[src/rtl/framebuffer_arbiter.sv]
// Framebuffer arbiter: camera writes vs display reads on one single-port RAM; FB_ARB_STATS_EN adds drop/starve counters.
// Latency: a write reaches the RAM bus 1 cycle after it is taken, read data returns 3 cycles after rd_ready.
// Backpressure: reads stall until rd_ready; writes never stall, they are buffered 2 deep or dropped with wr_overflow.

// Small generic FIFO used for the write buffer.
// Latency: pushed data is visible on pop_dat the cycle after the push.
// Backpressure: a push into a full FIFO is accepted only if a pop happens in the same cycle.
module fb_arb_fifo #(
   parameter int W     = 28,
   parameter int DEPTH = 2
) (
   input  logic         pclk,
   input  logic         reset,
   input  logic         push_vld,
   input  logic [W-1:0] push_dat,
   input  logic         pop_rdy,
   output logic [W-1:0] pop_dat,
   output logic         empty,
   output logic         full
);
   localparam int AW = (DEPTH > 1) ? $clog2(DEPTH) : 1;
   localparam int CW = $clog2(DEPTH + 1);

   logic [W-1:0]  store [DEPTH];
   logic [AW-1:0] rd_ptr;
   logic [AW-1:0] wr_ptr;
   logic [CW-1:0] count;
   logic          do_push;
   logic          do_pop;

   function automatic logic [AW-1:0] ptr_next(input logic [AW-1:0] p);
      return (p == AW'(DEPTH - 1)) ? '0 : p + AW'(1);
   endfunction

   assign empty   = (count == '0);
   assign full    = (count == CW'(DEPTH));
   assign do_pop  = pop_rdy && !empty;
   assign do_push = push_vld && (!full || do_pop);
   assign pop_dat = store[rd_ptr];

   always_ff @(posedge pclk) begin
      if (do_push) begin
         store[wr_ptr] <= push_dat;
      end
   end

   always_ff @(posedge pclk) begin
      if (!reset) begin
         rd_ptr <= '0;
         wr_ptr <= '0;
         count  <= '0;
      end else begin
         if (do_push) begin
            wr_ptr <= ptr_next(wr_ptr);
         end
         if (do_pop) begin
            rd_ptr <= ptr_next(rd_ptr);
         end
         if (do_push && !do_pop) begin
            count <= count + CW'(1);
         end else if (do_pop && !do_push) begin
            count <= count - CW'(1);
         end
      end
   end
endmodule

module framebuffer_arbiter #(
   parameter int FB_DEPTH     = 307200,
   parameter int STARVE_LIMIT = 4
) (
   input  logic        pclk,
   input  logic        reset,
   input  logic        wr_req,
   input  logic [19:0] wr_addr,
   input  logic [7:0]  wr_data,
   output logic        wr_overflow,
   input  logic        rd_req,
   input  logic [19:0] rd_addr,
   output logic        rd_ready,
   output logic [7:0]  rd_data,
   output logic        rd_valid,
   output logic        mem_en,
   output logic        mem_we,
   output logic [19:0] mem_addr,
   output logic [7:0]  mem_wdata,
   input  logic [7:0]  mem_rdata
`ifdef FB_ARB_STATS_EN
   ,
   output logic [15:0] drop_count,
   output logic [15:0] starve_count
`endif
);
   typedef struct packed {
      logic [19:0] addr;
      logic [7:0]  data;
   } wr_ent_t;

   localparam int            WW        = (STARVE_LIMIT > 0) ? $clog2(STARVE_LIMIT + 1) : 1;
   localparam logic [WW-1:0] LIMIT     = WW'(STARVE_LIMIT);
   localparam logic [20:0]   DEPTH_EXT = 21'(FB_DEPTH);

   wr_ent_t       wr_ent;
   wr_ent_t       fifo_dat;
   wr_ent_t       wr_sel;
   logic          wr_in;
   logic          rd_in;
   logic          rd_in_range;
   logic          fifo_empty;
   logic          fifo_full;
   logic          eff_empty;
   logic          starve;
   logic          grant_rd;
   logic          grant_wr;
   logic          bypass;
   logic          fifo_push;
   logic          fifo_pop;
   logic          drop;
   logic [WW-1:0] wait_cnt;
   logic          p1_vld;
   logic          p1_oor;
   logic          p2_vld;
   logic          p2_oor;

   assign wr_ent      = '{addr: wr_addr, data: wr_data};
   assign rd_in_range = ({1'b0, rd_addr} < DEPTH_EXT);

   // Out-of-range writes vanish here; nothing downstream ever sees them.
   assign wr_in = reset && wr_req && ({1'b0, wr_addr} < DEPTH_EXT);
   assign rd_in = reset && rd_req;

   // The arriving write counts as buffered, so an idle FIFO lets it go straight to RAM.
   assign eff_empty = fifo_empty && !wr_in;
   assign starve    = (wait_cnt >= LIMIT);
   assign grant_rd  = rd_in && (eff_empty || starve);
   assign grant_wr  = !grant_rd && !eff_empty;
   assign bypass    = grant_wr && fifo_empty;
   assign fifo_pop  = grant_wr && !fifo_empty;
   assign fifo_push = wr_in && !bypass;
   assign drop      = fifo_push && fifo_full && !fifo_pop;
   assign wr_sel    = fifo_empty ? wr_ent : fifo_dat;
   assign rd_ready  = grant_rd;

   fb_arb_fifo #(
      .W     ($bits(wr_ent_t)),
      .DEPTH (2)
   ) u_wr_fifo (
      .pclk     (pclk),
      .reset    (reset),
      .push_vld (fifo_push),
      .push_dat (wr_ent),
      .pop_rdy  (fifo_pop),
      .pop_dat  (fifo_dat),
      .empty    (fifo_empty),
      .full     (fifo_full)
   );

   always_ff @(posedge pclk) begin
      if (!reset) begin
         mem_en      <= 1'b0;
         mem_we      <= 1'b0;
         mem_addr    <= '0;
         mem_wdata   <= '0;
         wr_overflow <= 1'b0;
         wait_cnt    <= '0;
         p1_vld      <= 1'b0;
         p1_oor      <= 1'b0;
         p2_vld      <= 1'b0;
         p2_oor      <= 1'b0;
         rd_valid    <= 1'b0;
         rd_data     <= '0;
      end else begin
         mem_en      <= grant_wr || (grant_rd && rd_in_range);
         mem_we      <= grant_wr;
         wr_overflow <= drop;
         if (grant_wr) begin
            mem_addr  <= wr_sel.addr;
            mem_wdata <= wr_sel.data;
         end else if (grant_rd && rd_in_range) begin
            mem_addr <= rd_addr;
         end

         if (!rd_in || grant_rd) begin
            wait_cnt <= '0;
         end else if (!starve) begin
            wait_cnt <= wait_cnt + WW'(1);
         end

         // RAM answers one cycle after the bus cycle, captured one cycle later.
         p1_vld   <= grant_rd;
         p1_oor   <= !rd_in_range;
         p2_vld   <= p1_vld;
         p2_oor   <= p1_oor;
         rd_valid <= p2_vld;
         rd_data  <= (p2_vld && !p2_oor) ? mem_rdata : 8'h00;
      end
   end

`ifdef FB_ARB_STATS_EN
   always_ff @(posedge pclk) begin
      if (!reset) begin
         drop_count   <= '0;
         starve_count <= '0;
      end else begin
         if (drop && (drop_count != 16'hFFFF)) begin
            drop_count <= drop_count + 16'd1;
         end
         if (grant_rd && !eff_empty && (starve_count != 16'hFFFF)) begin
            starve_count <= starve_count + 16'd1;
         end
      end
   end
`endif
endmodule

[config.mk]
export PLATFORM = sky130hd
export DESIGN_NAME = framebuffer_arbiter
export DESIGN_NICKNAME = d
export VERILOG_FILES = /design/src/rtl/framebuffer_arbiter.sv
export SDC_FILE = /design/constraint.sdc
export NUM_CORES = 1
export LEC_CHECK = 0
export ABC_AREA = 1
export CAP_MARGIN = 15
export CORE_MARGIN = 4
export CORE_UTILIZATION = 47
export CTS_BUF_LIST = sky130_fd_sc_hd__clkbuf_2 sky130_fd_sc_hd__clkbuf_4 sky130_fd_sc_hd__clkbuf_8
export DETAILED_ROUTE_END_ITERATION = 8
export PLACE_DENSITY = 0.83
export SLEW_MARGIN = 20
export SYNTH_ARGS = -nofsm -noshare
export SYNTH_HDL_FRONTEND = slang
export SYNTH_SLANG_ARGS = --single-unit
[constraint.sdc]
create_clock -name pclk -period 2.8 [get_ports pclk]
set_input_delay 0.56 -clock pclk [delete_from_list [all_inputs] [get_ports pclk]]
set_output_delay 0.56 -clock pclk [all_outputs]
set_load 0.02 [all_outputs]
==> results.ini, run 1 <==
[placed_design]
port_buffers = 100
placedCellCount = 722
place.gp.congestion = 0.836
dp.final_hpwl_um = 7370
place_area_mm2 = 0.00585

[timing]
finalHoldViolCount = 0
rsz0062_at_grt = false
maxSlewHeadroom_pct = 66.6
setup_viol = 0
final.period_utilization_pct = 93.8
skew_ns = 0.0137
finalSetupTns_ns = 0
finalMaxSlewViolations = 0
worst_slew_pin_slew_ns = 0.501
max_clock_freq_ghz = 0.381
post-route-min-period_ns = 2.63

[layout]
mostFrequentLayoutCell = nand2_1
areaGrowthSynthToFinish_pct = 32.1
drive_gt1_share_pct = 10.7
fin_cells = 738
insertedDiodeCount = 0
final_area_mm2 = 0.00613
final_cell_mix = 130 x nand2_1, 99 x clkdlybuf4s50_1, 56 x edfxtp_1
final_nets = 663

[drt]
routed_wl_um = 10300
routedWlPerCell_um = 14.0
first_pass_iters = 4
ant_nets = 0
drt_iter0_markers = 204
drcViolationCount = 0
num_vias = 3676
viasPerCell = 4.98

[run_status]
status = finished clean

[worst_hold_path]
min_path_type = reg -> reg

[floorplanning]
num_rows = 36
die_y_um = 107
die_area_mm2 = 0.0115
pin_count = 101
start_util_pct = 48.0
die_x_um = 107
core-area_mm2 = 0.00968

[clock_network]
cts_tree = yes
clk_pin_slew_ns = 0.10
clock_latency_ns = 0.36
cts_hold_buf = 0
h-tree-depth = 3
numCtsBuffers = 9
cts_buffer_depth = 2
cts.root.buffer_cell = clkbuf_8
cts_sinks = 108

[setup_path]
worstSetupPathType = in -> out
rr_worst_depth = 10
path_max_fanout = 2
cpPeakStageDelay_ns = 0.47
cp.required_ns = 2.24
ff2ff_setup_slack_ns = 0.66
path_common_cell = nand2_1
cp_data_arrival_time_ns = 2.07
r2r-end = u_wr_fifo.count[1]
timing.rr.start = u_wr_fifo.count[1]
cp-end-kind = primary output
crit_slowest_cell = clkdlybuf4s50_1
critPathLaunchType = input pin
worstSetupEndpoint = rd_ready
worstSetupStartpoint = wr_addr[14]
path_cells = clkdlybuf4s50_1 -> inv_1 -> nand2_1 -> nand2_1 -> nand2_1 -> nand2_1 -> nand2_2 -> nand2_4 -> a21oi_1 -> dlygate4sd2_1

[yosys]
syn-num-nets = 561
avgSynthCellArea_um2 = 9.33
synthFlopType = edfxtp_1
synth.cell_area_mm2 = 0.00464
seq_area_frac_synth_pct = 58.6
yosysTopAreaCellShare_pct = 36.2
synth_cell_type_count = 29
synth-edff-count = 56
yosysTopAreaCell = edfxtp_1
yosys-top-cells-area = edfxtp_1 36%, dfxtp_1 22%, nand2_1 11%
yosysWarnings = 0
synthArstFlopShare_pct = 0
syn_inst = 498
synth_seq_cells = 108

[pwr]
p_leak_nw = 2.41
power_density_mw_per_mm2 = 935
irDropWorstVdd_v = 0.000358

[global_route]
grt_pass1_wl_um = 16300
grt.total_usage_pct = 18.0
grt_max_degree = 57
overflow = 0
grt_pass1_vias = 3381
antenna_found_initial = 0

[job]
cap_violations = 0

## kinds of logic after synthesis
group                    after synthesis  synth area share [%]
AO/OA/AOI/OAI                        124                  16.1
adder cells (fa/ha/maj)                3                 0.808
buffers and inverters                 87                  8.08
flip-flops                           108                  58.6
AND/OR/NAND/NOR                      176                  16.4
## final cells by class
class | instances | area, µm²
clock inverter | 7 | 156
sequential | 108 | 2720
timing repair buffer | 122 | 1200
fill | 764 | 3550
multi-input combinational | 303 | 1550
tap | 133 | 166
clock buffer | 9 | 124
inverter | 56 | 210
## metal layers
| metal | part of all wire (%) | up-vias | wire [µm] | GRT usage, % |
|---|---|---|---|---|
| met5 | 0 | - | 0 | 0 |
| li1 | - | 1867 | - | - |
| met1 | 44 | 1702 | 4590 | 23.5 |
| met2 | 49 | 91 | 5050 | 29.7 |
| met3 | 4.8 | 16 | 496 | 3.12 |
| met4 | 1.9 | 0 | 192 | 7.66 |
## worst min path at each step
stage	start	to	slack [ns]	depth (start not counted)
after floorplan	p1_oor	p2_oor	0.39	2
after global placement	p1_vld	p2_vld	0.40	2
after detailed placement	p1_oor	p2_oor	0.41	2
after CTS	p1_oor	p2_oor	0.43	2
after global routing	p1_oor	p2_oor	0.45	2
final	p1_oor	p2_oor	0.43	2
## power by group
group | switching (mW) | leakage (nW) | internal, mW
Combinational | 1.47 | 1.34 | 0.982
Sequential | 0.140 | 0.932 | 1.90
Clock | 0.539 | 0.139 | 0.701
## critical path, delay by kind of cell
kind | cells | cell delay [ns]
buffers and inverters | 3 | 0.89
AND/OR/NAND/NOR | 6 | 0.42
AO/OA/AOI/OAI | 1 | 0.18
## registers in the layout, indices dropped and copies added (netlist names), named ones only
name	count
u_wr_fifo.store	56
mem_addr	20
mem_wdata	8
rd_data	8
wait_cnt	3
u_wr_fifo.count	2
mem_en	1
mem_we	1
p1_oor	1
p1_vld	1
p2_oor	1
p2_vld	1
rd_valid	1
u_wr_fifo.rd_ptr	1
u_wr_fifo.wr_ptr	1
wr_overflow	1
## per-stage QoR
step                worst slack, ns  hold slack, ns  utilization, %  power [mW]
floorplan                  -0.00429           0.390               -        3.73
global placement            -0.0747           0.396            60.5        4.44
detailed placement           -0.110           0.407            60.5        4.52
CTS                           0.172           0.429            63.3        5.75
global route                 0.0660           0.450            63.3        6.09
finish                        0.173           0.427            63.3        5.74
## what timing repair did
item | in CTS | in global routing
endpoints found under the setup margin | 1 | 0
resized for setup | 1 | 0
setup buffers | 0 | 0
## Yosys cell counts, types with 8 or more instances
cell type  number
buf_2          15
inv_1          54
edfxtp_1       56
nand3_2         8
o21ai_0        48
nand3_1        13
dfxtp_1        52
clkbuf_1        9
nor2_1         17
o211ai_1       28
a21oi_1        31
nand2_1       130
Power figures use the tool's default switching activity.
==> run 2, diff against run 1 <==
- CORE_ASPECT_RATIO: default -> 0.7
==> results.ini, run 2 (same netlist as run 1, synthesis figures left out) <==
[floorplanning]
num_rows = 30  ; -17%
die_x_um = 127  ; +18%
start_util_pct = 48.1  ; +0.19 points
core-area_mm2 = 0.00965  ; -0.39%
die_area_mm2 = 0.0116  ; +0.22%
die_y_um = 91.2  ; -15%
pin_count = 101  ; unchanged

[timing]
finalHoldViolCount = 0  ; unchanged
setup_viol = 0  ; unchanged
worst_slew_pin_slew_ns = 0.481  ; -0.0200 ns
skew_ns = 0.0145  ; +0.000753 ns
rsz0062_at_grt = false
final.period_utilization_pct = 96.0  ; +2.2 points
max_clock_freq_ghz = 0.372  ; -2.3%
finalMaxSlewViolations = 0  ; unchanged
finalSetupTns_ns = 0  ; unchanged
post-route-min-period_ns = 2.69  ; +0.0606 ns
maxSlewHeadroom_pct = 67.9  ; +1.3 points

[placed_design]
place.gp.congestion = 0.827  ; -1.1%
place_area_mm2 = 0.00586  ; +0.15%
dp.final_hpwl_um = 7720  ; +4.8%
port_buffers = 100  ; unchanged

[global_route]
grt_pass1_wl_um = 17200  ; +5.5%
use_met3_pct = 5.64  ; +2.5 points
grt_pass1_vias = 3573  ; +5.7%
grt_util_met1_pct = 26.4  ; +2.9 points
grt.total_usage_pct = 18.6  ; +0.60 points
grt-busiest-layer = met2
use_met2_pct = 28.7  ; -0.97 points
overflow = 0  ; unchanged
antenna_found_initial = 0  ; unchanged
grt_max_degree = 57  ; unchanged

[pwr]
p_leak_nw = 2.39  ; -1.2%
irDropWorstVdd_v = 0.000397  ; +11%
power_density_mw_per_mm2 = 905  ; -3.3%

[setup_path]
cpPeakStageDelay_ns = 0.48  ; about the same
path_cells = clkdlybuf4s50_1 -> inv_1 -> nand2_1 -> nand2_1 -> nand2_1 -> nand2_1 -> nand2_2 -> nand2_4 -> a21oi_1 -> clkdlybuf4s15_1
cp.required_ns = 2.24  ; about the same
path_common_cell = nand2_1
cp-end-kind = primary output
critPathLaunchType = input pin
cpLargestDelayFamily = buffers and inverters
crit_slowest_cell = clkdlybuf4s50_1
crit_buf_inv = 3  ; unchanged
path_max_fanout = 2  ; unchanged
worstSetupPathType = in -> out
cp_data_arrival_time_ns = 2.13  ; +0.06 ns

[layout]
largest_registers = u_wr_fifo.store x56, mem_addr x20
largest_reg_flops = 56  ; unchanged
top_register = u_wr_fifo.store
fillers = 787  ; +3.0%
drive_gt1_share_pct = 11.0  ; +0.29 points
mostFrequentLayoutCell = nand2_1
final_area_mm2 = 0.00606  ; -1.1%
insertedDiodeCount = 0  ; unchanged
final_cell_mix = 130 x nand2_1, 99 x clkdlybuf4s50_1, 56 x edfxtp_1
final_nets = 665  ; +0.30%
areaGrowthSynthToFinish_pct = 30.5

[drt]
routed_wl_um = 10600  ; +2.7%
viasPerCell = 5.00  ; +0.30%
num_vias = 3672  ; -0.11%
first_pass_iters = 4  ; unchanged
ant_nets = 0  ; unchanged
drt_iter0_markers = 261  ; +28%
drcViolationCount = 0  ; unchanged
routedWlPerCell_um = 14.4  ; +3.1%

[run_status]
status = finished clean

[worst_hold_path]
min_path_type = reg -> reg

[clock_network]
cts.root.buffer_cell = clkbuf_8
clock_latency_ns = 0.38  ; +0.02 ns
h-tree-depth = 3  ; unchanged
cts_hold_buf = 0  ; unchanged
clk_pin_slew_ns = 0.10  ; about the same
cts_sinks = 108  ; unchanged
numCtsBuffers = 9  ; unchanged
cts_tree = yes
cts_buffer_depth = 2  ; unchanged

[job]
cap_violations = 0  ; unchanged

[run 2: cell count changes in the layout (fill, tap and decap cells not counted)]
cell             before  now
buf_4                19   21
dlygate4sd2_1         1    0
inv_6                 1    4
clkbuf_8              9   10
clkdlybuf4s15_1       0    1
bufinv_16             4    0
[run 2: report_power, final]
group          internal (mW)  switching [mW]
combinational          0.997            1.50
sequential              1.90           0.134
clock                  0.375           0.574
[run 2: path summary, 6_finish.rpt]
kind | start | to | slack, ns | cells past startpoint
max | wr_addr[14] | rd_ready | 0.11 | 10
min | p1_oor | p2_oor | 0.43 | 2
max reg2reg | u_wr_fifo.count[1] | u_wr_fifo.count[1] | 0.64 | 10
min reg2reg | p1_oor | p2_oor | 0.43 | 2
[run 2: cell type report]
cell class	count	area [µm²]	area share [%]
clock buffer	10	138	2.27
clock inverter	6	62.6	1.03
inverter	56	210	3.47
multi-input combinational	303	1550	25.6
sequential	108	2720	44.9
tap	128	160	2.64
timing repair buffer	124	1220	20.1
[run 2: stage by stage]
step | worst slack [ns] | cells | utilization [%] | power (mW) | hold WS [ns]
3_5_place_dp | -0.170 | 719 | 60.8 | 4.57 | 0.403
6_report | 0.112 | 735 | 62.9 | 5.49 | 0.426
2_1_floorplan | -0.00429 | 498 | - | 3.73 | 0.390
3_3_place_gp | -0.110 | 719 | 60.8 | 4.49 | 0.403
5_1_grt | 0.000873 | 735 | 62.9 | 5.89 | 0.439
4_1_cts | 0.114 | 735 | 62.8 | 5.52 | 0.429
[run 2: routing by layer]
| metal | vias to the layer above | wire, µm |
|---|---|---|
| met5 | - | 0 |
| met4 | 0 | 79 |
| met3 | 9 | 813 |
| met2 | 116 | 4640 |
| met1 | 1676 | 5060 |
| li1 | 1871 | - |
[run 2: repair_timing]
action,4_1_cts,5_1_grt
gates resized for setup,1,1
buffers inserted,0,0
setup endpoints to repair,1,1
gates cloned,0,0
[run 2: worst reg2reg max path, cell delays in order (launching register included)]
cell and delay [ns]:
dfxtp_1 0.36, nor2_4 0.16, buf_4 0.36, o211ai_1 0.20
nand2_1 0.14, inv_1 0.07, ha_1 0.31, a21oi_1 0.12
o21ai_0 0.12, o21ai_0 0.17, a21oi_1 0.05
==> run 3, diff against run 2 <==
- CORE_UTILIZATION: 47 -> 60
- DONT_BUFFER_PORTS: default -> 1
- PLACE_DENSITY: 0.83 -> 0.81
- clock period: 2.8 -> 3.15 ns (I/O delays scaled with it)
==> results.ini, run 3 (same netlist as run 1, synthesis figures left out) <==
[run_status]
status = finished clean

[setup_path]
path_cells = inv_1 -> nand2_1 -> nand2_1 -> nand2_1 -> nand2_1 -> nand2_2 -> nand2_4 -> a21oi_1
worstSetupPathType = in -> out
cp.required_ns = 2.52  ; +0.28 ns
path_common_cell = nand2_1
crit_slowest_cell = a21oi_1
cp-end-kind = primary output
critPathLaunchType = input pin
ff2ff_setup_slack_ns = 1.04  ; +0.40 ns
cpPeakStageDelay_ns = 0.48  ; about the same
path_max_fanout = 24  ; +22
cp_data_arrival_time_ns = 1.72  ; -0.41 ns

[clock_network]
cts.root.buffer_cell = clkbuf_8
numCtsBuffers = 9  ; unchanged
post_cts_buffers = 0  ; unchanged
cts_buffer_depth = 2  ; unchanged
post_cts_resize_count = 0  ; -1
h-tree-depth = 3  ; unchanged
cts_hold_buf = 0  ; unchanged
clock_latency_ns = 0.37  ; about the same
cts_tree = yes
cts_sinks = 108  ; unchanged
clk_pin_slew_ns = 0.10  ; about the same

[placed_design]
port_buffers = 0  ; -100%
dp.final_hpwl_um = 6820  ; -12%
place.gp.congestion = 0.840  ; +1.6%

[timing]
finalMaxSlewViolations = 0  ; unchanged
final.period_utilization_pct = 74.5
post-route-min-period_ns = 2.35
max_clock_freq_ghz = 0.426
skew_ns = 0.00736  ; -0.00714 ns
finalSetupTns_ns = 0  ; unchanged
finalHoldViolCount = 0  ; unchanged
setup_viol = 0  ; unchanged
maxSlewHeadroom_pct = 59.5  ; -8.4 points
worst_slew_pin_slew_ns = 0.605  ; +0.124 ns
rsz0062_at_grt = false

[layout]
drive_gt1_share_pct = 10.4  ; -0.65 points
final_cell_mix = 130 x nand2_1, 56 x edfxtp_1, 54 x inv_1
top_register = u_wr_fifo.store
largest_registers = u_wr_fifo.store x56, mem_addr x20
final_nets = 549  ; -17%
fillers = 598  ; -24%
insertedDiodeCount = 0  ; unchanged
mostFrequentLayoutCell = nand2_1
largest_reg_flops = 56  ; unchanged
finish.utilization_pct = 65.7  ; +2.9 points
areaGrowthSynthToFinish_pct = 4.96

[pwr]
p_clk_share_pct = 18.7  ; +1.4 points
p_leak_nw = 1.93  ; -19%
seqPwrFrac_pct = 46.4  ; +9.3 points
switchingPower_mw = 1.84  ; -17%
irDropWorstVdd_v = 0.000505  ; +27%
p_int_mw = 2.58  ; -21%
p_sw_share_pct = 41.6  ; +1.3 points
power_density_mw_per_mm2 = 908  ; +0.36%
combPwrFrac_pct = 34.9  ; -11 points

[global_route]
antenna_found_initial = 0  ; unchanged
grt.total_usage_pct = 21.5  ; +2.9 points
grt_max_degree = 43  ; -25%
grt_pass1_wl_um = 15100  ; -13%
grt_pass1_vias = 3042  ; -15%
overflow = 0  ; unchanged

[drt]
routedWlPerCell_um = 16.4  ; +13%
first_pass_iters = 4  ; unchanged
ant_nets = 0  ; unchanged
num_vias = 3206  ; -13%
drt_iter0_markers = 287  ; +10%
routed_wl_um = 9640  ; -9.1%
viasPerCell = 5.44  ; +9.0%
drcViolationCount = 0  ; unchanged

[floorplanning]
core-area_mm2 = 0.00742  ; -23%
pin_count = 101  ; unchanged
die_y_um = 81.6  ; -10%
die_area_mm2 = 0.00923  ; -20%
num_rows = 26  ; -13%
die_x_um = 113  ; -11%
start_util_pct = 62.6  ; +14 points

[worst_hold_path]
min_path_type = in -> reg

[job]
cap_violations = 0  ; unchanged

run 3: power groups by stage:
stage / Clock, mW / Sequential (mW) / Combinational [mW]
floorplan: 0 / 2.02 / 1.29
global placement: 0 / 2.08 / 1.47
detailed placement: 0 / 2.09 / 1.54
CTS: 0.849 / 2.06 / 1.54
global route: 0.911 / 2.08 / 1.74
finish: 0.829 / 2.05 / 1.54
run 3: path summary, 6_finish.rpt:
path / startpoint / end / cells after the start
worst min-delay path: wr_data[7] / u_wr_fifo.store[1][7] / 0
worst max-delay path: wr_addr[14] / rd_ready / 8
worst min register to register: p1_vld / p2_vld / 2
worst max register to register: u_wr_fifo.count[1] / u_wr_fifo.count[1] / 12
run 3: layer usage:
layer	vias to the layer above	track usage, %	wire [µm]
met5	-	0	0
met4	0	6.24	125
met3	10	8.32	818
met2	87	32.7	4220
met1	1478	28.8	4470
li1	1631	-	-
run 3: metrics by stage:
stage	hold slack, ns	std cells	total power [mW]	area, µm²	worst slack (ns)
after floorplan	0.390	498	3.31	4640	0.276
after global placement	0.401	573	3.55	4680	0.770
after CTS	0.332	589	4.45	4870	0.806
after global routing	0.321	589	4.74	4870	0.709
final	0.349	589	4.43	4870	0.803
after detailed placement	0.401	573	3.63	4680	0.678
run 3: final cells by class:
cell class,count,area (µm²),area share (%)
Sequential cell,108,2720,55.9
Multi-Input combinational cell,303,1550,31.8
Inverter,56,210,4.31
Clock buffer,10,131,2.70
Tap cell,98,123,2.52
Timing Repair Buffer,8,72.6,1.49
Clock inverter,6,63.8,1.31
run 3: worst max-delay path, delay by kind of cell:
kind	cells	cell delay, ns
and+or+nand+nor	6	0.58
AOI/OAI and AO/OA	1	0.48
buffers and inverters	1	0.03
